File: src/rtl/reg_scoreboard.sv
// Register scoreboard for an in-order issue stage.
// Tracks destination registers with writes in flight (pending vector) and
// reserves the single writeback port per future cycle (slots vector), so an
// instruction issues only when its operands are ready, it cannot overtake an
// older write to the same register, and its writeback cycle is free.
module reg_scoreboard #(
    parameter int AM_LAT  = 4,
    parameter int MEM_LAT = 3,
    parameter int MUL_LAT = 5
) (
    input  logic        clock,
    input  logic        reset,
    input  logic        iss_sb_valid,
    input  logic [4:0]  iss_sb_addra,
    input  logic [4:0]  iss_sb_addrb,
    input  logic [4:0]  iss_sb_regdest,
    input  logic        iss_sb_writereg,
    input  logic [1:0]  iss_sb_unit,
    output logic        sb_iss_stall,
    output logic        sb_iss_accept,
    input  logic        wb_sb_en,
    input  logic [4:0]  wb_sb_addr,
    output logic [31:0] sb_pending,
    output logic [7:0]  sb_slots,
    output logic [5:0]  sb_busy_count
);

    logic [3:0]  lat;
    logic [3:0]  lat_m1;
    logic        unit_illegal;
    logic        raw_a;
    logic        raw_b;
    logic        waw;
    logic        slot_hit;
    logic [7:0]  resv;
    logic [7:0]  slots_nxt;
    logic [31:0] pend_nxt;

    // Writeback latency of the unit the instruction is steered to; 0 for the
    // illegal encoding, which is stalled unconditionally.
    always_comb begin
        lat = 4'd0;
        case (iss_sb_unit)
            2'd0:    lat = 4'(AM_LAT);
            2'd1:    lat = 4'(MEM_LAT);
            2'd2:    lat = 4'(MUL_LAT);
            default: lat = 4'd0;
        endcase
    end

    assign lat_m1       = lat - 4'd1;
    assign unit_illegal = (iss_sb_unit == 2'd3);

    // Hazard detection looks only at registered state; a writeback in the
    // same cycle does not release a dependent instruction until next cycle.
    always_comb begin
        raw_a    = (iss_sb_addra != 5'd0) && sb_pending[iss_sb_addra];
        raw_b    = (iss_sb_addrb != 5'd0) && sb_pending[iss_sb_addrb];
        waw      = iss_sb_writereg && (iss_sb_regdest != 5'd0) && sb_pending[iss_sb_regdest];
        slot_hit = iss_sb_writereg && !unit_illegal && sb_slots[lat_m1[2:0]];
    end

    // Stall and accept are forced low while reset is held.
    assign sb_iss_stall  = reset && iss_sb_valid &&
                           (raw_a || raw_b || waw || slot_hit || unit_illegal);
    assign sb_iss_accept = reset && iss_sb_valid && !sb_iss_stall;

    // Reservation is made at bit L-1 so that after the shift it sits L-1
    // cycles ahead; bit 0 leaving the vector marks the writeback cycle.
    always_comb begin
        resv = 8'd0;
        if (sb_iss_accept && iss_sb_writereg) begin
            resv = 8'd1 << lat_m1[2:0];
        end
        slots_nxt = (sb_slots | resv) >> 1;
    end

    // Next pending vector: clear first so a same-cycle set wins; r0 never pends.
    always_comb begin
        pend_nxt = sb_pending;
        if (wb_sb_en && (wb_sb_addr != 5'd0)) begin
            pend_nxt[wb_sb_addr] = 1'b0;
        end
        if (sb_iss_accept && iss_sb_writereg && (iss_sb_regdest != 5'd0)) begin
            pend_nxt[iss_sb_regdest] = 1'b1;
        end
        pend_nxt[0] = 1'b0;
    end

    // Scoreboard state registers, cleared asynchronously on reset.
    always_ff @(posedge clock or negedge reset) begin
        if (!reset) begin
            sb_pending <= 32'h0;
            sb_slots   <= 8'h0;
        end else begin
            sb_pending <= pend_nxt;
            sb_slots   <= slots_nxt;
        end
    end

    // Number of registers with a write in flight.
    always_comb begin
        sb_busy_count = 6'd0;
        for (int i = 0; i < 32; i++) begin
            sb_busy_count = sb_busy_count + {5'd0, sb_pending[i]};
        end
    end

endmodule

File: config.mk
export PLATFORM = sky130hd
export DESIGN_NAME = reg_scoreboard
export DESIGN_NICKNAME = d
export VERILOG_FILES = /design/src/rtl/reg_scoreboard.sv
export SDC_FILE = /design/constraint.sdc
export NUM_CORES = 1
export LEC_CHECK = 0
export CAP_MARGIN = 20
export CELL_PAD_IN_SITES_DETAIL_PLACEMENT = 1
export CELL_PAD_IN_SITES_GLOBAL_PLACEMENT = 2
export CORE_UTILIZATION = 35
export DETAILED_ROUTE_END_ITERATION = 10
export PLACE_DENSITY_LB_ADDON = 0.1
export SLEW_MARGIN = 30
export SYNTH_ARGS = -nofsm -noshare
export SYNTH_HDL_FRONTEND = slang
export SYNTH_SLANG_ARGS = --single-unit
export TNS_END_PERCENT = 100
File: constraint.sdc
create_clock -name clock -period 13.9 [get_ports clock]
set_input_delay 3.475 -clock clock [delete_from_list [all_inputs] [get_ports clock]]
set_output_delay 3.475 -clock clock [all_outputs]
set_load 0.05 [all_outputs]
==> results_dict.tcl, run 1 <==
set metrics [dict create \
    start_util_pct 36.3 \
    die_h_um 106 \
    critical_path_class "in -> out" \
    holdBufCountCts 0 \
    worst_hold_slack_ns 0.378 \
    path_max_fanout 22 \
    hp-start "sb_slots[1]$_DFF_PN0_" \
    tightest_slew_ns 0.702 \
    post_cts_resized 0 \
    placed_cells 583 \
    synth_seq_area_share_pct 25.1 \
    antenna_found_initial 0 \
    p_per_area_nw_per_um2 110 \
    drc 0 \
    synth_edf_count 0 \
    crit_slowest_cell "clkdlybuf4s50_1" \
    syn_area_um2 3780 \
    finalCriticalPeriod_ns 10.60 \
    setup_viol 0 \
    cts.htree.levels 2 \
    yosys-mux-area-fraction_pct 12.4 \
    drtAntennaViolNets 0 \
    syn_inst 395 \
    hold_class "reg -> reg" \
    grt_usage_pct 23.8 \
    async_reset_ff_share_pct 100 \
    max_freq_ghz 0.0944 \
    core.rowCount 37 \
    synth.distinct_cells 56 \
    finalCritPeriodShare_pct 76.2 \
    wire_per_inst_um 21.9 \
    synth-simple-area-share_pct 15.8 \
    min_path_cells 0 \
    yosysWarnings 0 \
    vias 3429 \
    io_buffers 72 \
    cts_tree "done" \
    post_synth.cell_area_avg_um2 9.58 \
    area_growth_pct 23.8 \
    overflow 0 \
    crit_start "iss_sb_regdest[2]" \
    startpoint_type "primary input" \
    synth-seq-cells 38 \
    hold_viol_final 0 \
    ir_drop_mv 0.161 \
    cp_cell_sequence "clkdlybuf4s50_1 -> nand2b_1 -> nor3_1 -> or4_1 -> nor4_4 -> nor2b_1 -> nor3_1 -> clkdlybuf4s50_1" \
    path_clk_slew_ns 0.08 \
    placed_cell_area_um2 4580 \
    r2r_cells 6 \
    synthXorXnorAreaFrac_pct 0.694 \
    final_cells 591 \
    grt_pass1_vias 3652 \
    gp_congestion 0.836 \
    antenna_cells 0 \
    pin_count 75 \
    post-cts-setup-buffers 0 \
    fin_nets 517 \
    synth_top_family_by_area "compound AO/OA/AOI/OAI gates" \
    cp-end-kind "output port" \
    slew_violations 0 \
    cp.arrival_ns 7.12 \
    grt_max_degree 43 \
    crit_required_ns 10.43 \
    grt_pass1_wl_um 20500 \
    root_buffer "clkbuf_8" \
    drive_gt1_share_pct 9.45 \
    cts_buffer_depth 2 \
    clock_sinks 38 \
    routed_via_density 5.80 \
    ys.flop_type "dfrtp_1" \
    place_hpwl_um 9700 \
    leakage_nw 2.00 \
    die_area_um2 11200 \
    worst_clock_skew_ns 0.00456 \
    drtIter0Drc 239 \
    clk_latency_ns 0.29 \
    setup_tns_ns 0 \
    cpPeakStageDelay_ns 0.92 \
    regToRegStartpoint "sb_pending[24]$_DFF_PN0_" \
    rsz0062_at_grt "false" \
    cts_made_buffers 5 \
    max_slew_margin_pct 53.1 \
    final_area_um2 4690 \
    synthAdderAreaFrac_pct 16.5 \
    status "complete, no violations" \
    wirelength_um 12900 \
    die_w_um 106 \
    cap_violations 0 \
    synth-compound-area-share_pct 20.6 \
    firstDrtPassIters 4 \
    postLayoutCoreUtil_pct 45.0 \
    core_area_um2 10400 \
]
cells in the mapped netlist (all sizes together), types with 3 or more instances:
master   n  share of area [%]
o31ai   15                3.0
nor2    12                1.2
or3b     3               0.69
nand2b  11                1.8
mux2i   20                5.3
or3      7                1.2
o41ai   13                4.8
clkbuf  12                1.2
o2111a   4                1.2
nand4    9                1.9
mux4    10                6.0
nand3b   8                1.6
or2      3               0.50
nand2   17                1.7
nor4     3               0.89
nor3     7               0.93
and3     3               0.50
o21ai   37                4.9
dfrtp   38                 25
buf     12                1.9
nor2b    8                1.3
a41o     5                1.3
a21oi    6               0.79
a221oi   3               0.69
inv     58                5.8
nand3    8                1.2
ha      13                4.3
fa      23                 12
mux2     4                1.2
through the flow:
| stage | setup slack (ns) | power, W |
|---|---|---|
| 4_1_cts | 3.28 | 0.000520 |
| 2_1_floorplan | 4.14 | 0.000328 |
| 5_1_grt | 2.98 | 0.000548 |
| 6_report | 3.30 | 0.000514 |
| 3_5_place_dp | 3.29 | 0.000425 |
| 3_3_place_gp | 3.36 | 0.000419 |
cell usage in the layout, fill, tap and decap left out, drive strengths merged, types with 3 or more instances in the layout:
cell type,synthesis,layout
a21oi,6,6
a221oi,3,3
a41o,5,5
and3,3,3
buf,12,4
clkbuf,12,7
clkdlybuf4s50,0,71
dfrtp,38,38
fa,23,23
ha,13,13
inv,58,58
mux2,4,4
mux2i,20,20
mux4,10,10
nand2,17,17
nand2b,11,11
nand3,8,8
nand3b,8,8
nand4,9,9
nor2,12,12
nor2b,8,8
nor3,7,7
nor4,3,3
o2111a,4,4
o21ai,37,37
o31ai,15,15
o41ai,13,13
or2,3,3
or3,7,7
or3b,3,3
worst paths after layout:
| path | end | slack (ns) |
|---|---|---|
| setup / recovery | sb_iss_accept | 3.30 |
| hold / removal | sb_slots[0]$_DFF_PN0_ | 0.38 |
| setup reg to reg | sb_pending[14]$_DFF_PN0_ | 10.96 |
| hold reg to reg | sb_slots[0]$_DFF_PN0_ | 0.38 |
| max in group asynchronous | sb_pending[11]$_DFF_PN0_ | 10.26 |
| min in group asynchronous | sb_pending[26]$_DFF_PN0_ | 3.24 |
metal layers:
layer / part of all wire [%] / wire length, um / global-route usage [%]
met5: 0 / 0 / 0
met4: 1.3 / 167 / 6.05
met3: 4.3 / 551 / 2.64
met2: 49 / 6360 / 39.4
met1: 45 / 5850 / 33.3
flip-flops by register name, indices dropped and copies added, names as in the netlist:
name	count
sb_pending	31
sb_slots	7
critical path: cells and delay by family:
family	cells	cell delay, ns
buffers and inverters	2	1.75
and+or+nand+nor	6	1.90
power by group:
group	total (W)	switching [W]	internal (W)
sequential	0.000134	0.0000167	0.000117
clock	0.0000962	0.0000424	0.0000538
combinational	0.000284	0.000180	0.000103
total	0.000514	0.000239	0.000274
cell type report:
| type | count | area (um^2) |
|---|---|---|
| Clock buffer | 7 | 76.3 |
| Clock inverter | 1 | 30.0 |
| Fill cell | 1191 | 5730 |
| Inverter | 58 | 218 |
| Multi-Input combinational cell | 276 | 2500 |
| Sequential cell | 38 | 951 |
| Tap cell | 136 | 170 |
| Timing Repair Buffer | 75 | 738 |
logic make-up after synthesis:
logic type | Yosys count
XOR/XNOR | 3
other | 1
adder cells (fa/ha/maj) | 36
buffers and inverters | 82
AND/OR/NAND/NOR | 101
multiplexers | 34
flip-flops | 38
AO/OA/AOI/OAI | 100
Power figures use the tool's default switching activity.
==> inputs of run 2 (changes only) <==
--- a/config.mk
+++ b/config.mk
@@ -8,7 +8,7 @@
 export CAP_MARGIN = 20
 export CELL_PAD_IN_SITES_DETAIL_PLACEMENT = 1
 export CELL_PAD_IN_SITES_GLOBAL_PLACEMENT = 2
-export CORE_UTILIZATION = 35
+export CORE_UTILIZATION = 33
 export DETAILED_ROUTE_END_ITERATION = 10
 export PLACE_DENSITY_LB_ADDON = 0.1
 export SLEW_MARGIN = 30
==> constraint.sdc (replaced) <==
create_clock -name clock -period 9.9 [get_ports clock]
set_input_delay 2.475 -clock clock [delete_from_list [all_inputs] [get_ports clock]]
set_output_delay 2.475 -clock clock [all_outputs]
set_load 0.05 [all_outputs]
==> results_dict.tcl, run 2 (synthesis gave the netlist of run 1 again) <==
set metrics [dict create \
    clock_sinks 38 \
    antenna_cells 0 \
    drive_gt1_share_pct 9.89 \
    grt_usage_pct 24.4 \
    hold_viol_final 0 \
    holdBufCountCts 0 \
    final.fill_count 1258 \
    hold_class "reg -> reg" \
    gp_congestion 0.830 \
    wire_per_inst_um 22.9 \
    drc 0 \
    root_buffer "clkbuf_16" \
    rsz0062_at_grt "false" \
    fin_ws_ns 1.17 \
    cts_tree "done" \
    cp-end-kind "output port" \
    cp_cell_sequence "clkdlybuf4s50_1 -> buf_4 -> mux2_2 -> o2bb2ai_1 -> a221o_1 -> nor4_4 -> nor2b_1 -> nor3_1 -> clkdlybuf4s50_1" \
    worst_hold_slack_ns 0.380 \
    firstDrtPassIters 4 \
    max_freq_ghz 0.115 \
    total_power_w 0.000779 \
    place_hpwl_um 10200 \
    cp_common_cell "clkdlybuf4s50_1" \
    overflow 0 \
    regMostFlops "sb_pending" \
    die_h_um 109 \
    path_clk_slew_ns 0.06 \
    grt_pass1_vias 3625 \
    slew_violations 0 \
    crit_required_ns 7.43 \
    cts_made_buffers 5 \
    path_max_fanout 15 \
    pin_count 75 \
    leakage_nw 2.03 \
    reg.largest.list "sb_pending: 31 flops, sb_slots: 7 flops" \
    max_slew_margin_pct 51.4 \
    fin_nets 517 \
    final_common_cell "clkdlybuf4s50_1" \
    post-cts-setup-buffers 0 \
    grt_pass1_wl_um 20900 \
    pre_cts_ws_ns 1.17 \
    area_growth_pct 25.5 \
    largest_reg_flops 31 \
    core.rowCount 38 \
    setup_viol 0 \
    layout_common_cells "clkdlybuf4s50_1, inv_1, dfrtp_1" \
    status "complete, no violations" \
    grt_max_degree 43 \
    core_area_um2 11000 \
    cpLargestDelayFamily "buffers and inverters" \
    vias 3412 \
    finalCritPeriodShare_pct 88.1 \
    post_cts_resized 0 \
    finalCriticalPeriod_ns 8.73 \
    startpoint_type "primary input" \
    cp.arrival_ns 6.25 \
    antenna_found_initial 0 \
    drtAntennaViolNets 0 \
    p_per_area_nw_per_um2 164 \
    io_buffers 72 \
    die_area_um2 11900 \
    ir_drop_mv 0.234 \
    start_util_pct 34.5 \
    worst_clock_skew_ns 0.00590 \
    drtIter0Drc 191 \
    cpPeakStageDelay_ns 0.87 \
    die_w_um 109 \
    setup_tns_ns 0 \
    cts.htree.levels 2 \
    cp.buffers_inverters 3 \
    tightest_slew_ns 0.727 \
    critical_path_class "in -> out" \
    wirelength_um 13600 \
    cap_violations 0 \
    crit_slowest_cell "clkdlybuf4s50_1" \
    routed_via_density 5.73 \
    clk_latency_ns 0.29 \
    cts_buffer_depth 2 \
]
## run 2: final timing paths
| check | end | cells after the start | slack, ns | from |
|---|---|---|---|---|
| max reg2reg | sb_pending[14]$_DFF_PN0_ | 6 | 6.93 | sb_pending[26]$_DFF_PN0_ |
| min | sb_slots[0]$_DFF_PN0_ | 0 | 0.38 | sb_slots[1]$_DFF_PN0_ |
| min in group asynchronous | sb_pending[20]$_DFF_PN0_ | 2 | 2.26 | reset |
| max in group asynchronous | sb_slots[1]$_DFF_PN0_ | 2 | 7.24 | reset |
| max | sb_iss_accept | 9 | 1.17 | iss_sb_regdest[1] |
| min reg2reg | sb_slots[0]$_DFF_PN0_ | 0 | 0.38 | sb_slots[1]$_DFF_PN0_ |
## run 2: power by group
part / internal [W] / leakage, nW / switching (W)
combinational: 0.000146 / 1.43 / 0.000255
clock: 0.000118 / 0.0836 / 0.0000697
sequential: 0.000165 / 0.523 / 0.0000244
## run 2: layout make-up
cell class	count	area (um^2)	area share, %
flip-flops and latches	38	951	20.0
clock buffers	5	125	2.63
well taps	140	175	3.69
clock inverters	3	40.0	0.843
repair buffers	75	738	15.5
inverters	58	218	4.58
multi-input cells	276	2500	52.7
## run 2: through the flow
| stage | util (%) | cells | instance area, um^2 |
|---|---|---|---|
| global placement | 41.8 | 587 | 4590 |
| global route | 43.3 | 595 | 4750 |
| finish | 43.3 | 595 | 4750 |
| detailed placement | 41.8 | 587 | 4590 |
| CTS | 43.3 | 595 | 4750 |
| floorplan | - | 396 | 3790 |
## run 2: routing by layer
metal | global-route usage (%) | part of all wire (%) | up-vias
met4 | 7.72 | 2.1 | 0
met5 | 0 | 0 | -
met2 | 41.4 | 50 | 80
met1 | 32.0 | 45 | 1766
li1 | - | - | 1546
met3 | 2.99 | 2.8 | 20
==> inputs of run 3 (changes only) <==
--- a/config.mk
+++ b/config.mk
@@ -10,6 +10,7 @@
 export CELL_PAD_IN_SITES_GLOBAL_PLACEMENT = 2
 export CORE_UTILIZATION = 33
 export DETAILED_ROUTE_END_ITERATION = 10
+export MAX_ROUTING_LAYER = met4
 export PLACE_DENSITY_LB_ADDON = 0.1
 export SLEW_MARGIN = 30
 export SYNTH_ARGS = -nofsm -noshare
==> results_dict.tcl, run 3 (synthesis gave the netlist of run 1 again) <==
set metrics [dict create \
    status "complete, no violations" \
    setup_tns_ns 0 \
    max_freq_ghz 0.115 \
    tightest_slew_ns 0.736 \
    cts_made_buffers 5 \
    path_clk_slew_ns 0.06 \
    setup_viol 0 \
    gp_congestion 0.843 \
    route.met2.wl_um 6720 \
    die_area_um2 11900 \
    final_common_cell "clkdlybuf4s50_1" \
    leakage_nw 2.03 \
    start_util_pct 34.5 \
    finalCriticalPeriod_ns 8.72 \
    drtAntennaViolNets 0 \
    wire_per_inst_um 22.9 \
    antenna_found_initial 0 \
    ir_drop_mv 0.234 \
    die_w_um 109 \
    swShare_pct 44.7 \
    routed_via_density 5.69 \
    critical_path_class "in -> out" \
    layout_common_cells "clkdlybuf4s50_1, inv_1, dfrtp_1" \
    final_cells 595 \
    post_cts_resized 0 \
    largest_reg_flops 31 \
    grt_pass1_vias 3617 \
    holdBufCountCts 0 \
    wirelength_um 13600 \
    die_h_um 109 \
    cts.htree.levels 2 \
    worst_clock_skew_ns 0.00566 \
    hold_class "reg -> reg" \
    root_buffer "clkbuf_16" \
    cp.arrival_ns 6.24 \
    placed_cells 587 \
    grt_max_degree 43 \
    vias 3388 \
    fin_ws_ns 1.18 \
    total_power_w 0.000777 \
    cts_buffer_depth 2 \
    p_per_area_nw_per_um2 163 \
    cts_tree "done" \
    p_sw_w 0.000347 \
    area_growth_pct 25.5 \
    grt_usage_pct 25.1 \
    startpoint_type "primary input" \
    place_hpwl_um 10200 \
    reg.largest.list "sb_pending: 31 flops, sb_slots: 7 flops" \
    path_max_fanout 15 \
    p_comb_share_pct 51.7 \
    pre_cts_ws_ns 1.17 \
    grt_pass1_wl_um 20900 \
    clock_sinks 38 \
    max_slew_margin_pct 50.8 \
    cell_internal_pwr_w 0.000429 \
    crit_required_ns 7.43 \
    fin_nets 517 \
    power_frac_clock_pct 24.0 \
    regMostFlops "sb_pending" \
    drtIter0Drc 224 \
    post-cts-setup-buffers 0 \
    drt-met1-wl_um 6000 \
    overflow 0 \
    io_buffers 72 \
    met3_length_um 610 \
    antenna_cells 0 \
    routed.top_layer "met4" \
    core.rowCount 38 \
    pin_count 75 \
    drive_gt1_share_pct 9.89 \
    rsz0062_at_grt "false" \
    clk_latency_ns 0.29 \
    cap_violations 0 \
    hold_viol_final 0 \
    finalCritPeriodShare_pct 88.0 \
    cp-end-kind "output port" \
    firstDrtPassIters 4 \
    p_seq_share_pct 24.4 \
    drc 0 \
    slew_violations 0 \
    core_area_um2 11000 \
]
[run 3: final cells by class]
type / instances / area (um^2)
Clock buffer: 5 / 125
Clock inverter: 3 / 40.0
Fill cell: 1258 / 6230
Inverter: 58 / 218
Multi-Input combinational cell: 276 / 2500
Sequential cell: 38 / 951
Tap cell: 140 / 175
Timing Repair Buffer: 75 / 738
[run 3: critical path, cell delays in order]
cell	delay, ns
clkdlybuf4s50_1	0.87
buf_4	0.32
mux2_2	0.35
o2bb2ai_1	0.12
a221o_1	0.38
nor4_4	0.44
nor2b_1	0.23
nor3_1	0.21
clkdlybuf4s50_1	0.82
[run 3: final timing paths]
path / from / to / slack, ns / depth (start not counted)
max in group asynchronous: reset / sb_slots[1]$_DFF_PN0_ / 7.25 / 2
min reg2reg: sb_slots[1]$_DFF_PN0_ / sb_slots[0]$_DFF_PN0_ / 0.38 / 0
max: iss_sb_regdest[1] / sb_iss_accept / 1.18 / 9
min in group asynchronous: reset / sb_pending[20]$_DFF_PN0_ / 2.26 / 2
max reg2reg: sb_pending[18]$_DFF_PN0_ / sb_pending[10]$_DFF_PN0_ / 6.94 / 6
min: sb_slots[1]$_DFF_PN0_ / sb_slots[0]$_DFF_PN0_ / 0.38 / 0
[run 3: power by group through the flow]
stage | registers (W) | logic, W | clock network, W
floorplan | 0.000214 | 0.000247 | 0
global placement | 0.000192 | 0.000403 | 0
detailed placement | 0.000192 | 0.000409 | 0
CTS | 0.000189 | 0.000409 | 0.000190
global route | 0.000190 | 0.000446 | 0.000194
finish | 0.000189 | 0.000401 | 0.000186
[run 3: stage by stage]
step	area, um^2	util [%]	hold WS (ns)
after floorplan	3790	-	0.739
after global placement	4590	41.8	0.360
after detailed placement	4590	41.8	0.370
after CTS	4750	43.3	0.383
after global routing	4750	43.3	0.389
final	4750	43.3	0.383
[run 3: layer usage]
metal	up-vias	global-route usage, %
met1	1732	31.9
li1	1543	-
met5	-	-
met3	18	2.99
met4	0	7.72
met2	95	41.5
